<file path="src/rtl/digits_to_time.sv">
// rtl/digits_to_time.sv - assembles four BCD digits (mm:ss) into binary minutes/seconds
// Optional inter-digit timeout compiled in with `define DIGITS_TIMEOUT_EN.
module digits_to_time #(
  parameter logic [23:0] TIMEOUT_CYCLES = 24'd10000000
) (
  input  logic       clk,
  input  logic       rst,
  input  logic [3:0] digit,
  input  logic       digit_valid,
  output logic       digit_ready,
  input  logic       abort,
  output logic [6:0] minutes,
  output logic [5:0] seconds,
  output logic       time_valid,
  output logic       error,
  output logic [2:0] digit_count
);

  typedef enum logic [1:0] {
    S_IDLE    = 2'd0,
    S_ENTRY   = 2'd1,
    S_CONVERT = 2'd2
  } state_t;

  state_t     state_q, state_d;
  logic [3:0] min1_q, min1_d, min0_q, min0_d;
  logic [3:0] sec1_q, sec1_d, sec0_q, sec0_d;
  logic [2:0] count_q, count_d;
  logic [6:0] minutes_q, minutes_d;
  logic [5:0] seconds_q, seconds_d;
  logic       time_valid_q, time_valid_d;
  logic       error_q, error_d;

  logic       accept;
  logic       bad_digit;
  logic       take;
  logic       timeout_hit;
  logic [6:0] min1_w;
  logic [5:0] sec1_w;

  // abort wins over a simultaneous digit, so a digit under abort is never accepted
  assign accept    = digit_valid && digit_ready && !abort;
  assign bad_digit = (digit > 4'd9) || ((count_q == 3'd2) && (digit > 4'd5));
  assign take      = accept && !bad_digit;

`ifdef DIGITS_TIMEOUT_EN
  logic [23:0] timer_q, timer_d;

  assign timeout_hit = (state_q == S_ENTRY) && !accept && !abort &&
                       (timer_q == TIMEOUT_CYCLES - 24'd1);

  always_comb begin
    timer_d = 24'd0;
    if (state_q == S_ENTRY && !accept && !abort && !timeout_hit) begin
      timer_d = timer_q + 24'd1;
    end
  end

  always_ff @(posedge clk or posedge rst) begin
    if (rst) begin
      timer_q <= 24'd0;
    end else begin
      timer_q <= timer_d;
    end
  end
`else
  logic unused_timeout;

  assign timeout_hit    = 1'b0;
  assign unused_timeout = ^TIMEOUT_CYCLES;
`endif

  // State register
  always_ff @(posedge clk or posedge rst) begin
    if (rst) begin
      state_q <= S_IDLE;
    end else begin
      state_q <= state_d;
    end
  end

  // Next-state logic
  always_comb begin
    state_d = state_q;
    case (state_q)
      S_IDLE: begin
        if (take) begin
          state_d = S_ENTRY;
        end
      end
      S_ENTRY: begin
        if (abort || (accept && bad_digit) || timeout_hit) begin
          state_d = S_IDLE;
        end else if (take && count_q == 3'd3) begin
          state_d = S_CONVERT;
        end
      end
      S_CONVERT: state_d = S_IDLE;
      default:   state_d = S_IDLE;
    endcase
  end

  // Output logic
  always_comb begin
    digit_ready = 1'b0;
    case (state_q)
      S_IDLE, S_ENTRY: digit_ready = 1'b1;
      default:         digit_ready = 1'b0;
    endcase
  end

  assign min1_w = {3'b000, min1_q};
  assign sec1_w = {2'b00, sec1_q};

  always_comb begin
    min1_d       = min1_q;
    min0_d       = min0_q;
    sec1_d       = sec1_q;
    sec0_d       = sec0_q;
    count_d      = count_q;
    minutes_d    = minutes_q;
    seconds_d    = seconds_q;
    time_valid_d = 1'b0;
    error_d      = 1'b0;

    if (state_q == S_CONVERT) begin
      minutes_d    = (min1_w << 3) + (min1_w << 1) + {3'b000, min0_q};
      seconds_d    = (sec1_w << 3) + (sec1_w << 1) + {2'b00, sec0_q};
      time_valid_d = 1'b1;
      count_d      = 3'd0;
    end else if (abort) begin
      count_d = 3'd0;
    end else if ((accept && bad_digit) || timeout_hit) begin
      error_d = 1'b1;
      count_d = 3'd0;
    end else if (take) begin
      count_d = count_q + 3'd1;
      case (count_q)
        3'd0:    min1_d = digit;
        3'd1:    min0_d = digit;
        3'd2:    sec1_d = digit;
        default: sec0_d = digit;
      endcase
    end
  end

  always_ff @(posedge clk or posedge rst) begin
    if (rst) begin
      min1_q       <= 4'd0;
      min0_q       <= 4'd0;
      sec1_q       <= 4'd0;
      sec0_q       <= 4'd0;
      count_q      <= 3'd0;
      minutes_q    <= 7'd0;
      seconds_q    <= 6'd0;
      time_valid_q <= 1'b0;
      error_q      <= 1'b0;
    end else begin
      min1_q       <= min1_d;
      min0_q       <= min0_d;
      sec1_q       <= sec1_d;
      sec0_q       <= sec0_d;
      count_q      <= count_d;
      minutes_q    <= minutes_d;
      seconds_q    <= seconds_d;
      time_valid_q <= time_valid_d;
      error_q      <= error_d;
    end
  end

  assign minutes     = minutes_q;
  assign seconds     = seconds_q;
  assign time_valid  = time_valid_q;
  assign error       = error_q;
  assign digit_count = count_q;

endmodule
</file>
<file path="config.mk">
export PLATFORM = sky130hd
export DESIGN_NAME = digits_to_time
export DESIGN_NICKNAME = d
export VERILOG_FILES = /design/src/rtl/digits_to_time.sv
export SDC_FILE = /design/constraint.sdc
export NUM_CORES = 1
export LEC_CHECK = 0
export ABC_AREA = 1
export BUFFER_PORTS_ARGS = -buffer_cell sky130_fd_sc_hd__buf_2
export CORE_MARGIN = 1
export CORE_UTILIZATION = 57
export CTS_BUF_LIST = sky130_fd_sc_hd__clkbuf_16
export DETAILED_ROUTE_END_ITERATION = 6
export PLACE_DENSITY = 0.86
export SLEW_MARGIN = 20
export SYNTH_ARGS = -nofsm -noshare
export SYNTH_HDL_FRONTEND = slang
export SYNTH_SLANG_ARGS = --single-unit
</file>
<file path="constraint.sdc">
create_clock -name clk -period 2.2 [get_ports clk]
set_input_delay 0.55 -clock clk [delete_from_list [all_inputs] [get_ports clk]]
set_output_delay 0.55 -clock clk [all_outputs]
set_load 0.1 [all_outputs]
</file>
# Word-level counts from Yosys, hierarchy flattened
# Index checks and enable logic that the tools add are counted.
# totals
register_bits	36
input_bits	8
output_inout_bits	19
word_cells	61
# op_classes
addsub	5
n_lt_le_gt_ge	2
eq_ne	7
mux	13
n_bitwise	4
reduce_logical	20
# ops
cell	n
$reduce_and A5 Y1	4
$mux W3	4
$add A7 B4 Y7	1
$add A7 B5 Y7	1
$add A6 B4 Y6	1
$add A6 B5 Y6	1
$eq A3 B2 Y1 const B	2
$logic_and A1 B1 Y1	6
$mux W2	3
$mux W1	5
$gt A4 B3 Y1 const B	1
$gt A4 B4 Y1 const B	1
$not A1 Y1	4
$pmux W2 S2	1
$reduce_bool A4 Y1	1
$add A3 B1 Y3 const B	1
$eq A3 B1 Y1 const B	1
$logic_not A3 Y1	1
$ne A3 B3 Y1 const B	1
$reduce_or A3 Y1	1
$eq A2 B1 Y1 const B	1
$eq A2 B2 Y1 const B	1
$logic_not A1 Y1	2
$logic_not A2 Y1	1
other kinds (4)	5

# Logic depth before layout (Yosys ltp)
# Gate-level depths: netlist of run 1.
# depth
depth_word	10
ltp_mapped	11
mapped_depth_nobuf	11

# Worst setup path after synthesis of run 1
# Ideal clock, no wire load.
# synth_path
path_kind	register to register
from	reg count_q[0], in the netlist digit_count[0]
to	reg min0_q[3]
setup_ns	0.124
arrival_ns	2.068
required_ns	2.076
path_slack_ns	0.008
stages_incl_launch_ff	11
path_buffers	0
synth_period_minus_slack_ns	2.192
path_cell_list	dfrtp_1 > inv_1 > ha_1 > inv_1 > nor2_2 > nand2_1 > nand2_4 > nand2_8 > nand3_4 > nand2_1 > o21ai_1
# synth_between
elab_chain_cells	6
elab_cells_between_ends	9
cone_classes	2 x eq/ne; 1 x bitwise; 6 x reduce/logical
# synth_rtl
element	line_no	rtl
start: declaration	28	logic [2:0] count_q, count_d;
start signal: assignment	163	count_q <= count_d;
$eq A3 B2 Y1	43	assign bad_digit = (digit > 4'd9) || ((count_q == 3'd2) && (digit > 4'd5));
$logic_and A1 B1 Y1	43	
$logic_or A1 B1 Y1	43	
$logic_not A1 Y1 or $logic_and A1 B1 Y1 (tied branches)	44, 133	
$logic_and A1 B1 Y1 or $not A1 Y1 (tied branches)	n/a	
$reduce_and A5 Y1 (no source line) *	n/a	
end signal: assignment	160	min0_q <= min0_d;
end: declaration	26	logic [3:0] min1_q, min1_d, min0_q, min0_d;
# Every way passes the cells marked *; elsewhere a longest branch is shown, timed or not.
# A chain may end at the register's enable or synchronous reset.

# Worst setup path in the final report of run 1
# layout_path
from	reg min1_q[0]
to	reg minutes_q[6], in the netlist minutes[6]
# layout_between
elab_chain_cells	2
# layout_rtl
element	line_no	rtl
start: declaration	26	
start signal: assignment	159	min1_q <= min1_d;
$add A7 B5 Y7	127	minutes_d = (min1_w << 3) + (min1_w << 1) + {3'b000, min0_q};
$add A7 B4 Y7	127	
end signal: assignment	164	minutes_q <= minutes_d;
end: declaration	29	logic [6:0] minutes_q, minutes_d;
# No other way between the ends.

==> results.md, run 1 <==
* Core Area at 3150 um2
* Largest net degree at the start of global routing at 37
* Setup ws final at 0.137 ns
* Max-cap violations at 0
* Site Rows at 20
* Cell Chain, Critical Path: inv_1 > fa_1 > fa_1 > nor2_1 > o21ai_0 > nand2_1 > nand2_1 > nand3_1 > nand2_1
* DRC at 0
* Yosys Warn Count at 0
* Setup TNS at 0 ns
* Worst-path clk slew at 0.05 ns
* CTS sink cnt at 36
* N_diodes at 0
* First-pass GRT wire length at 5700 um
* Routability cong. at 0.774
* Die Area at 3690 um2
* CP max FO at 3
* Worst Setup Start Kind: flip-flop
* Filler Cell Count at 234
* Die X at 60.7 um
* Root buffer cell: clkbuf_16
* Post-Route Skew at 0.00432 ns
* Final wirelength at 3390 um
* Lkg Pwr at 0.00127 uW
* Final Hold Violating Endpoints at 0
* Critical path capture point type: flip-flop
* Routed vias at 1,485
* Synth-to-Final Area Change at 16.8%
* Critical Path AT at 2.23 ns
* Final Slew Violations at 0
* Unrepaired setup endpoints after global routing: no
* Placed wire-length estimate at 2480 um
* Min Clock Period, post-route at 2.06 ns
* Gr usage total at 0.219
* Share of post-route cells with drive strength above 1 at 0.203
* Worst skew pair latency at 0.28 ns
* Post-synthesis compound-gate area fraction at 0.0713
* Tcrit/Tclk final at 0.938
* Clock Tree Buf Depth at 2
* Largest family of logic cells by synthesized area: simple AND/OR/NAND/NOR gates
* Post-CTS Setup Bufs at 0
* Drt wl/cell at 11.7 um
* HP Class: in2async
* Port Buffers at 26
* Post-Syn Area at 1960 um2
* CP Class: reg2reg
* CP most frequent cell: nand2_1
* Synth Area in XOR/XNOR at 0.00892
* Initial antenna violation count at 0
* CTS Buf Count at 5
* I/O pins at 27
* Layout Nets at 275
* Worst-margin pin slew at 0.491 ns
* # H-tree levels at 2
* Post-Syn Nets at 242
* Post-synthesis async set-or-reset flop share at 1.00
* Routed Antenna Nets at 0
* Area after DPL at 2150 um2
* Max VDD drop at 0.561 mV
* # hold bufs at CTS at 0
* Starting Density at 0.623
* Post-CTS sizing at 0
* Post-synthesis mux area share at 0
* Synth Area in Adders at 0.155
* Synth Area per Inst at 9.27 um2
* Vias in the first global route at 1,345
* Final Core Density at 0.728
* EDFF count, synth at 0
* CTS tree: done
* Final number of setup-violating endpoints at 0
* CP max-delay cell: fa_1
* Total grt overflow at 0
* Post-Synth Simple-Gate Area at 0.236
* CP max stage delay at 0.53 ns
* Run status: completed
* DRT iter0 DRCs at 50
* Critical Path RT at 2.36 ns
* Synth cell types at 27
* Power density cells at 862 nW/um2
* Final non-filler cell area at 2290 um2
* Slew margin rel. at 0.675
* Vias per cell at 5.12
* Post-Synthesis Cells at 212
* Pre-antenna DRT Iters at 4
* Fmax at 485 MHz
* Die H at 60.7 um
* Post-synthesis sequential area ratio at 0.459
* Pre-CTS setup slack at 0.156 ns
* Ys flop type: dfrtp_1
* Yosys reg bits at 36
-- cell families after synthesis --
logic type      Yosys count
simple gates             90
flops                    36
buf+inv                  35
compound gates           27
fa+ha+maj                22
xor+xnor                  2
-- worst paths after layout --
path / from / to / slack (ns) / cells past startpoint
max: min1_q[0] / minutes[6] / 0.14 / 9
min: rst / minutes[0] / 0.36 / 3
max reg2reg: min1_q[0] / minutes[6] / 0.14 / 9
min reg2reg: sec1_q[3] / sec1_q[3] / 0.48 / 2
max in group asynchronous: rst / min1_q[0] / 1.52 / 3
min in group clk: sec1_q[3] / sec1_q[3] / 0.48 / 2
-- cells in the mapped netlist, types with 2 or more instances --
cell,count,share of area
o21ai_1,17,0.043
nand3_1,10,0.025
nand3b_1,2,0.0076
a21oi_1,4,0.010
inv_1,26,0.050
o21ai_0,4,0.010
ha_1,18,0.11
nor2_2,2,0.0064
buf_2,2,0.0051
nor2_1,4,0.0076
nand2_1,61,0.12
nand3_4,5,0.045
dfrtp_1,36,0.46
inv_2,3,0.0057
fa_1,4,0.041
clkinv_1,3,0.0057
-- metrics by stage --
step | power (uW) | cells | hold slack, ns
final | 1980 | 290 | 0.363
after global routing | 2100 | 290 | 0.431
after CTS | 1990 | 290 | 0.384
after detailed placement | 1320 | 282 | 0.465
after global placement | 1300 | 282 | 0.456
after floorplan | 1210 | 212 | 0.440
-- cell usage in the layout, fill, tap and decap left out --
| master | instances |
|---|---|
| nand2_1 | 61 |
| dfrtp_1 | 36 |
| inv_1 | 27 |
| buf_2 | 26 |
| ha_1 | 18 |
| o21ai_1 | 17 |
| nand3_1 | 10 |
| nand3_4 | 5 |
| clkbuf_16 | 5 |
| clkinv_1 | 4 |
| a21oi_1 | 4 |
| nor2_1 | 4 |
| o21ai_0 | 4 |
| fa_1 | 4 |
| inv_2 | 3 |
| nor2_2 | 2 |
| nand3b_1 | 2 |
| buf_4 | 2 |
| nand2_4 | 1 |
| nand2_2 | 1 |
| nand2_8 | 1 |
| inv_4 | 1 |
| xor2_1 | 1 |
| xnor2_1 | 1 |
| o22ai_1 | 1 |
| nor3_1 | 1 |
| nand4_1 | 1 |
| or2_2 | 1 |
| a21oi_2 | 1 |
| clkinvlp_4 | 1 |
-- registers in the layout (all words and copies together), names as in the netlist --
register	cells
state_q	2
digit_count	3
sec0_q	4
seconds	6
min0_q	4
error	1
min1_q	4
minutes	7
time_valid	1
sec1_q	4
-- cell type report --
cell class | count | area [um2] | share of cell area
Inverter | 33 | 126 | 0.0551
Timing Repair Buffer | 28 | 145 | 0.0632
Tap cell | 44 | 55.1 | 0.0240
Clock inverter | 3 | 15.0 | 0.00654
Multi-Input combinational cell | 141 | 927 | 0.404
Sequential cell | 36 | 901 | 0.393
Clock buffer | 5 | 125 | 0.0545
-- power by group --
group | internal [uW] | leakage [uW] | switching (uW)
logic | 195 | 0.000716 | 306
registers | 750 | 0.000483 | 63.7
clock network | 410 | 0.0000687 | 252
-- layer usage --
metal	vias to the layer above	track usage	share of wire
met5	-	0	0
met4	0	0.0779	0.015
met3	6	0.0704	0.041
met2	36	0.389	0.50
met1	699	0.248	0.45
li1	744	-	-
-- worst max-delay path, delay by kind of cell (launching register included) --
family	cells	cell delay, ns
DFF	1	0.36
buffers and inverters	1	0.07
AOI/OAI and AO/OA	1	0.13
adders and majority gates	2	0.98
and+or+nand+nor	5	0.40
Power figures use the tool's default switching activity.
==> inputs of run 2 (changes only) <==
--- a/config.mk
+++ b/config.mk
@@ -9,7 +9,7 @@
 export BUFFER_PORTS_ARGS = -buffer_cell sky130_fd_sc_hd__buf_2
 export CORE_MARGIN = 1
 export CORE_UTILIZATION = 57
-export CTS_BUF_LIST = sky130_fd_sc_hd__clkbuf_16
+export CTS_BUF_LIST = sky130_fd_sc_hd__clkbuf_8 sky130_fd_sc_hd__clkbuf_16
 export DETAILED_ROUTE_END_ITERATION = 6
 export PLACE_DENSITY = 0.86
 export SLEW_MARGIN = 20
==> results.md, run 2 (same netlist as run 1, synthesis figures left out) <==
* # H-tree levels at 2 (unchanged)
* Tcrit/Tclk final at 0.943 (+0.00495)
* Critical Path AT at 2.24 ns (about the same)
* Gr usage total at 0.207 (-0.0122)
* Largest net degree at the start of global routing at 37 (unchanged)
* Most frequent cells in the layout: nand2_1, dfrtp_1, inv_1, buf_2, ha_1
* Vias per cell at 4.99 (-2.6%)
* CP most frequent cell: nand2_1
* Unrepaired setup endpoints after global routing: no
* Total grt overflow at 0 (unchanged)
* Largest register FFs at 7 (unchanged)
* WP depth at 9 (unchanged)
* Critical path capture point type: flip-flop
* Site Rows at 20 (unchanged)
* DRC at 0 (unchanged)
* Worst-margin pin slew at 0.491 ns (-0.0000317 ns)
* Worst Setup Start Kind: flip-flop
* I/O pins at 27 (unchanged)
* Power density cells at 792 nW/um2 (-8.1%)
* CP max FO at 3 (unchanged)
* Drt wl/cell at 11.2 um (-4.6%)
* Port Buffers at 26 (unchanged)
* Final Slew Violations at 0 (unchanged)
* Layout Nets at 275 (unchanged)
* Root buffer cell: clkbuf_8
* Worst Path Buf+Inv at 1 (unchanged)
* Hold Slack at 0.360 ns (-0.00285 ns)
* Initial antenna violation count at 0 (unchanged)
* Max-cap violations at 0 (unchanged)
* Clock Tree Buf Depth at 2 (unchanged)
* DRT iter0 DRCs at 51 (+2.0%)
* CTS Buf Count at 5 (unchanged)
* Worst skew pair latency at 0.28 ns (about the same)
* Share of post-route cells with drive strength above 1 at 0.207 (+0.00407)
* Max VDD drop at 0.442 mV (-21%)
* CP max stage delay at 0.53 ns (about the same)
* Min Clock Period, post-route at 2.07 ns (+0.0109 ns)
* Routed Antenna Nets at 0 (unchanged)
* Die H at 60.7 um (unchanged)
* Routed vias at 1,446 (-2.6%)
* Die Area at 3690 um2 (unchanged)
* Lkg Pwr at 0.00125 uW (-1.6%)
* CTS sink cnt at 36 (unchanged)
* Cell family with most CP delay: adder cells
* Post-CTS Setup Bufs at 0 (unchanged)
* Final wirelength at 3240 um (-4.6%)
* Starting Density at 0.623 (unchanged)
* # hold bufs at CTS at 0 (unchanged)
* Vias in the first global route at 1,329 (-1.2%)
* CTS tree: done
* Final Hold Violating Endpoints at 0 (unchanged)
* Post-Route Skew at 0.00587 ns (+0.00155 ns)
* Die X at 60.7 um (unchanged)
* First-pass GRT wire length at 5470 um (-4.0%)
* Fmax at 482 MHz (-0.52%)
* Routability cong. at 0.774 (unchanged)
* Setup TNS at 0 ns (unchanged)
* Slew margin rel. at 0.675 (about the same)
* Cells on worst reg2reg path at 9 (unchanged)
* Post-CTS sizing at 0 (unchanged)
* Commonest non-fill, non-tap cell in the layout: nand2_1
* Pre-antenna DRT Iters at 4 (unchanged)
* Placed wire-length estimate at 2480 um (unchanged)
* Cell Chain, Critical Path: inv_1 > fa_1 > fa_1 > nor2_1 > o21ai_0 > nand2_1 > nand2_1 > nand3_1 > nand2_1
* Synth-to-Final Area Change at 14.5%
* Core Area at 3150 um2 (unchanged)
* Critical Path RT at 2.37 ns (about the same)
* CP Class: reg2reg
* N_diodes at 0 (unchanged)
* HP Class: in2async
* Final number of setup-violating endpoints at 0 (unchanged)
* Worst-path clk slew at 0.06 ns (about the same)
* Run status: completed
* CP max-delay cell: fa_1
==> run 2: where the power goes <==
part	internal [uW]	total, uW	switching [uW]
Sequential	749	811	62.2
Combinational	195	500	305
Clock	249	469	220
==> run 2: stage by stage <==
stage / instance area, um2 / instances / utilization / worst slack (ns) / total power [uW]
global route: 2250 / 290 / 0.713 / 0.0306 / 1910
finish: 2250 / 290 / 0.713 / 0.126 / 1780
global placement: 2150 / 282 / 0.683 / 0.243 / 1300
CTS: 2250 / 290 / 0.713 / 0.142 / 1800
detailed placement: 2150 / 282 / 0.683 / 0.156 / 1320
floorplan: 1960 / 212 / - / 0.00753 / 1210
==> run 2: worst min-delay path: cells and delay by family <==
family | cells | cell delay [ns]
buffers and inverters | 3 | 0.52
==> run 2: final cells by class <==
type / count / area (um2)
Sequential cell: 36 / 901
Clock buffer: 6 / 82.6
Clock inverter: 2 / 11.3
Timing Repair Buffer: 28 / 145
Multi-Input combinational cell: 141 / 927
Fill cell: 245 / 905
Inverter: 33 / 126
Tap cell: 44 / 55.1
==> run 2: path summary, 6_finish.rpt <==
| check | start | to | slack [ns] |
|---|---|---|---|
| min in group clk | minutes[3] | minutes[3] | 0.48 |
| worst min-delay path | rst | minutes[0] | 0.36 |
| max in group asynchronous | rst | min1_q[0] | 1.53 |
| worst min register to register | minutes[3] | minutes[3] | 0.48 |
| worst max register to register | min1_q[0] | minutes[6] | 0.13 |
| worst max-delay path | min1_q[0] | minutes[6] | 0.13 |
==> run 2: layer usage <==
layer	global-route usage	wire (um)	vias up	part of all wire
li1	-	-	743	-
met1	0.238	1480	663	0.46
met2	0.367	1600	38	0.49
met3	0.0597	141	2	0.044
met4	0.0747	11	0	0.0034
met5	0	0	-	0
==> inputs of run 3 (changes only) <==
--- a/config.mk
+++ b/config.mk
@@ -8,10 +8,12 @@
 export ABC_AREA = 1
 export BUFFER_PORTS_ARGS = -buffer_cell sky130_fd_sc_hd__buf_2
 export CORE_MARGIN = 1
-export CORE_UTILIZATION = 57
+export CORE_UTILIZATION = 51
 export CTS_BUF_LIST = sky130_fd_sc_hd__clkbuf_8 sky130_fd_sc_hd__clkbuf_16
 export DETAILED_ROUTE_END_ITERATION = 6
-export PLACE_DENSITY = 0.86
+export PLACE_DENSITY = 0.82
+export RECOVER_POWER = 25
+export REMOVE_ABC_BUFFERS = 1
 export SLEW_MARGIN = 20
 export SYNTH_ARGS = -nofsm -noshare
 export SYNTH_HDL_FRONTEND = slang
==> constraint.sdc (replaced) <==
create_clock -name clk -period 1.8 [get_ports clk]
set_input_delay 0.45 -clock clk [delete_from_list [all_inputs] [get_ports clk]]
set_output_delay 0.45 -clock clk [all_outputs]
set_load 0.1 [all_outputs]
==> results.md, run 3 (same netlist as run 1, synthesis figures left out) <==
* Final Slew Violations at 0 (unchanged)
* Vias in the first global route at 1,454 (+9.4%)
* Slew margin rel. at 0.419 (-0.256)
* Worst-path clk slew at 0.08 ns (+0.02 ns)
* # hold bufs at CTS at 0 (unchanged)
* Initial antenna violation count at 0 (unchanged)
* Worst reg2reg setup slack at -0.12 ns (-0.25 ns)
* Unrepaired setup endpoints after global routing: yes
* Worst Setup Start Kind: flip-flop
* Critical Path RT at 1.98 ns (-0.39 ns)
* DRC at 0 (unchanged)
* Final number of setup-violating endpoints at 3 (+3)
* Site Rows at 22 (+10%)
* Final Hold Violating Endpoints at 0 (unchanged)
* First-pass GRT wire length at 6690 um (+22%)
* Pre-CTS setup slack at -0.195 ns (-0.351 ns)
* Layout Nets at 284 (+3.3%)
* N_diodes at 0 (unchanged)
* Fmax at 520 MHz (+7.9%)
* CP max-delay cell: fa_2
* Critical Path AT at 2.10 ns (-0.14 ns)
* Max VDD drop at 0.484 mV (+9.5%)
* Die X at 64.1 um (+5.5%)
* Port Buffers at 26 (unchanged)
* Post-Route Skew at 0.00636 ns (+0.000496 ns)
* Clock power frac at 0.278 (+0.015)
* Die H at 64.1 um (+5.5%)
* Share of post-route cells with drive strength above 1 at 0.318 (+0.110)
* Worst-margin pin slew at 0.872 ns (+0.381 ns)
* CP most frequent cell: nand2_1
* Area of the multi-input gates at 1000 um2 (+8.0%)
* Drt wl/cell at 12.4 um (+11%)
* Most frequent cells in the layout: nand2_1, dfrtp_1, buf_2, inv_1, o21ai_1
* Routed vias at 1,524 (+5.4%)
* Hold Slack at 0.406 ns (+0.0459 ns)
* Routed Antenna Nets at 0 (unchanged)
* Largest net degree at the start of global routing at 37 (unchanged)
* Core Area at 3690 um2 (+17%)
* Pre-antenna DRT Iters at 4 (unchanged)
* CTS sink cnt at 36 (unchanged)
* Tcrit/Tclk final at 1.07 (+0.125)
* I/O pins at 27 (unchanged)
* HP Class: in2async
* Total placed cells including tap cells at 292 (+3.5%)
* CTS Buf Count at 5 (unchanged)
* Total grt overflow at 0 (unchanged)
* CP max FO at 2 (-1)
* Gr usage total at 0.213 (+0.00576)
* DRT iter0 DRCs at 94 (+84%)
* Largest register FFs at 7 (unchanged)
* Final Core Density at 0.653 (-0.0598)
* Setup ws final at -0.122 ns (-0.248 ns)
* Worst Path Buf+Inv at 1 (unchanged)
* Filler Cell Count at 307 (+25%)
* Logic pwr share at 0.337 (+0.056)
* Sw Pwr at 867 uW (+48%)
* CP max stage delay at 0.47 ns (-0.06 ns)
* Sequential cell area at 901 um2 (unchanged)
* Vias per cell at 5.03 (+0.87%)
* Max-cap violations at 0 (unchanged)
* Power share of the sequential group at 0.385 (-0.071)
* Int Power at 1700 uW (+42%)
* Starting Density at 0.533 (-0.0905)
* CP Class: reg2reg
* Die Area at 4100 um2 (+11%)
* Worst skew pair latency at 0.29 ns (about the same)
* Commonest non-fill, non-tap cell in the layout: nand2_1
* Placed wire-length estimate at 2620 um (+5.6%)
* Failing checks: negative setup slack
* Cell family with most CP delay: adder cells
* Run status: finished with violations
* Power density cells at 1060 nW/um2 (+34%)
* Post-Layout Cell Count at 303 (+4.5%)
* Root buffer cell: clkbuf_8
* Cell Chain, Critical Path: inv_2 > fa_2 > fa_2 > nor2_4 > o21ai_2 > nand2_1 > nand2_1 > nand3_1 > nand2_1
* Clock Tree Buf Depth at 2 (unchanged)
* Routability cong. at 0.821 (+6.1%)
* CTS tree: done
* Switching part of the total at 0.338 (+0.00835)
* # H-tree levels at 2 (unchanged)
* Lkg Pwr at 0.00129 uW (+3.4%)
* Min Clock Period, post-route at 1.92 ns (-0.152 ns)
* Final wirelength at 3760 um (+16%)
* Synth-to-Final Area Change at 22.7%
* Critical path capture point type: flip-flop
## run 3: per-layer routing
metal	track usage	up-vias	part of all wire
li1	-	759	-
met1	0.281	727	0.45
met2	0.350	30	0.50
met3	0.0482	8	0.034
met4	0.0597	0	0.016
met5	0	-	0
## run 3: final cells by class
type / count / area share
sequential: 36 / 0.374
inverter: 33 / 0.0524
timing repair buffer: 37 / 0.0872
multi-input combinational: 141 / 0.415
tap: 48 / 0.0249
clock inverter: 3 / 0.0177
clock buffer: 5 / 0.0286
## run 3: final timing paths
check                      startpoint         end  cells past startpoint
min reg2reg                minutes[5]  minutes[5]                      2
max                         min1_q[0]  minutes[6]                      9
min in group clk                abort  state_q[1]                      4
min                               rst  seconds[5]                      3
max reg2reg                 min1_q[0]  minutes[6]                      9
max in group asynchronous         rst   min0_q[2]                      3
## run 3: worst reg2reg max path: cells and delay by family, from the launching register on
family,cells,cell delay (ns)
DFF,1,0.39
buffers and inverters,1,0.06
adders and majority gates,2,0.91
AOI/OAI and AO/OA,1,0.06
and+or+nand+nor,5,0.38
## run 3: what timing repair did
action / CTS / global route
endpoints found under the hold margin: 0 / 0
resized for setup: 11 / 15
setup endpoints to repair: 4 / 7
pin swaps: 7 / 9
setup buffers: 3 / 0
## run 3: through the flow
stage          area (um2)  TNS (ns)  total power, uW
2_1_floorplan        1950     -8.07             1480
5_1_grt              2410    -0.569             2740
6_report             2410    -0.254             2570
3_3_place_gp         2200    -0.270             1630
3_5_place_dp         2200    -0.506             1670
4_1_cts              2360    -0.161             2450
## run 3: power groups by stage
stage	clock, uW	combinational, uW	sequential [uW]
detailed placement	0	666	1000
CTS	719	744	985
finish	713	865	988
global route	763	977	1000
global placement	0	639	995
floorplan	0	443	1030
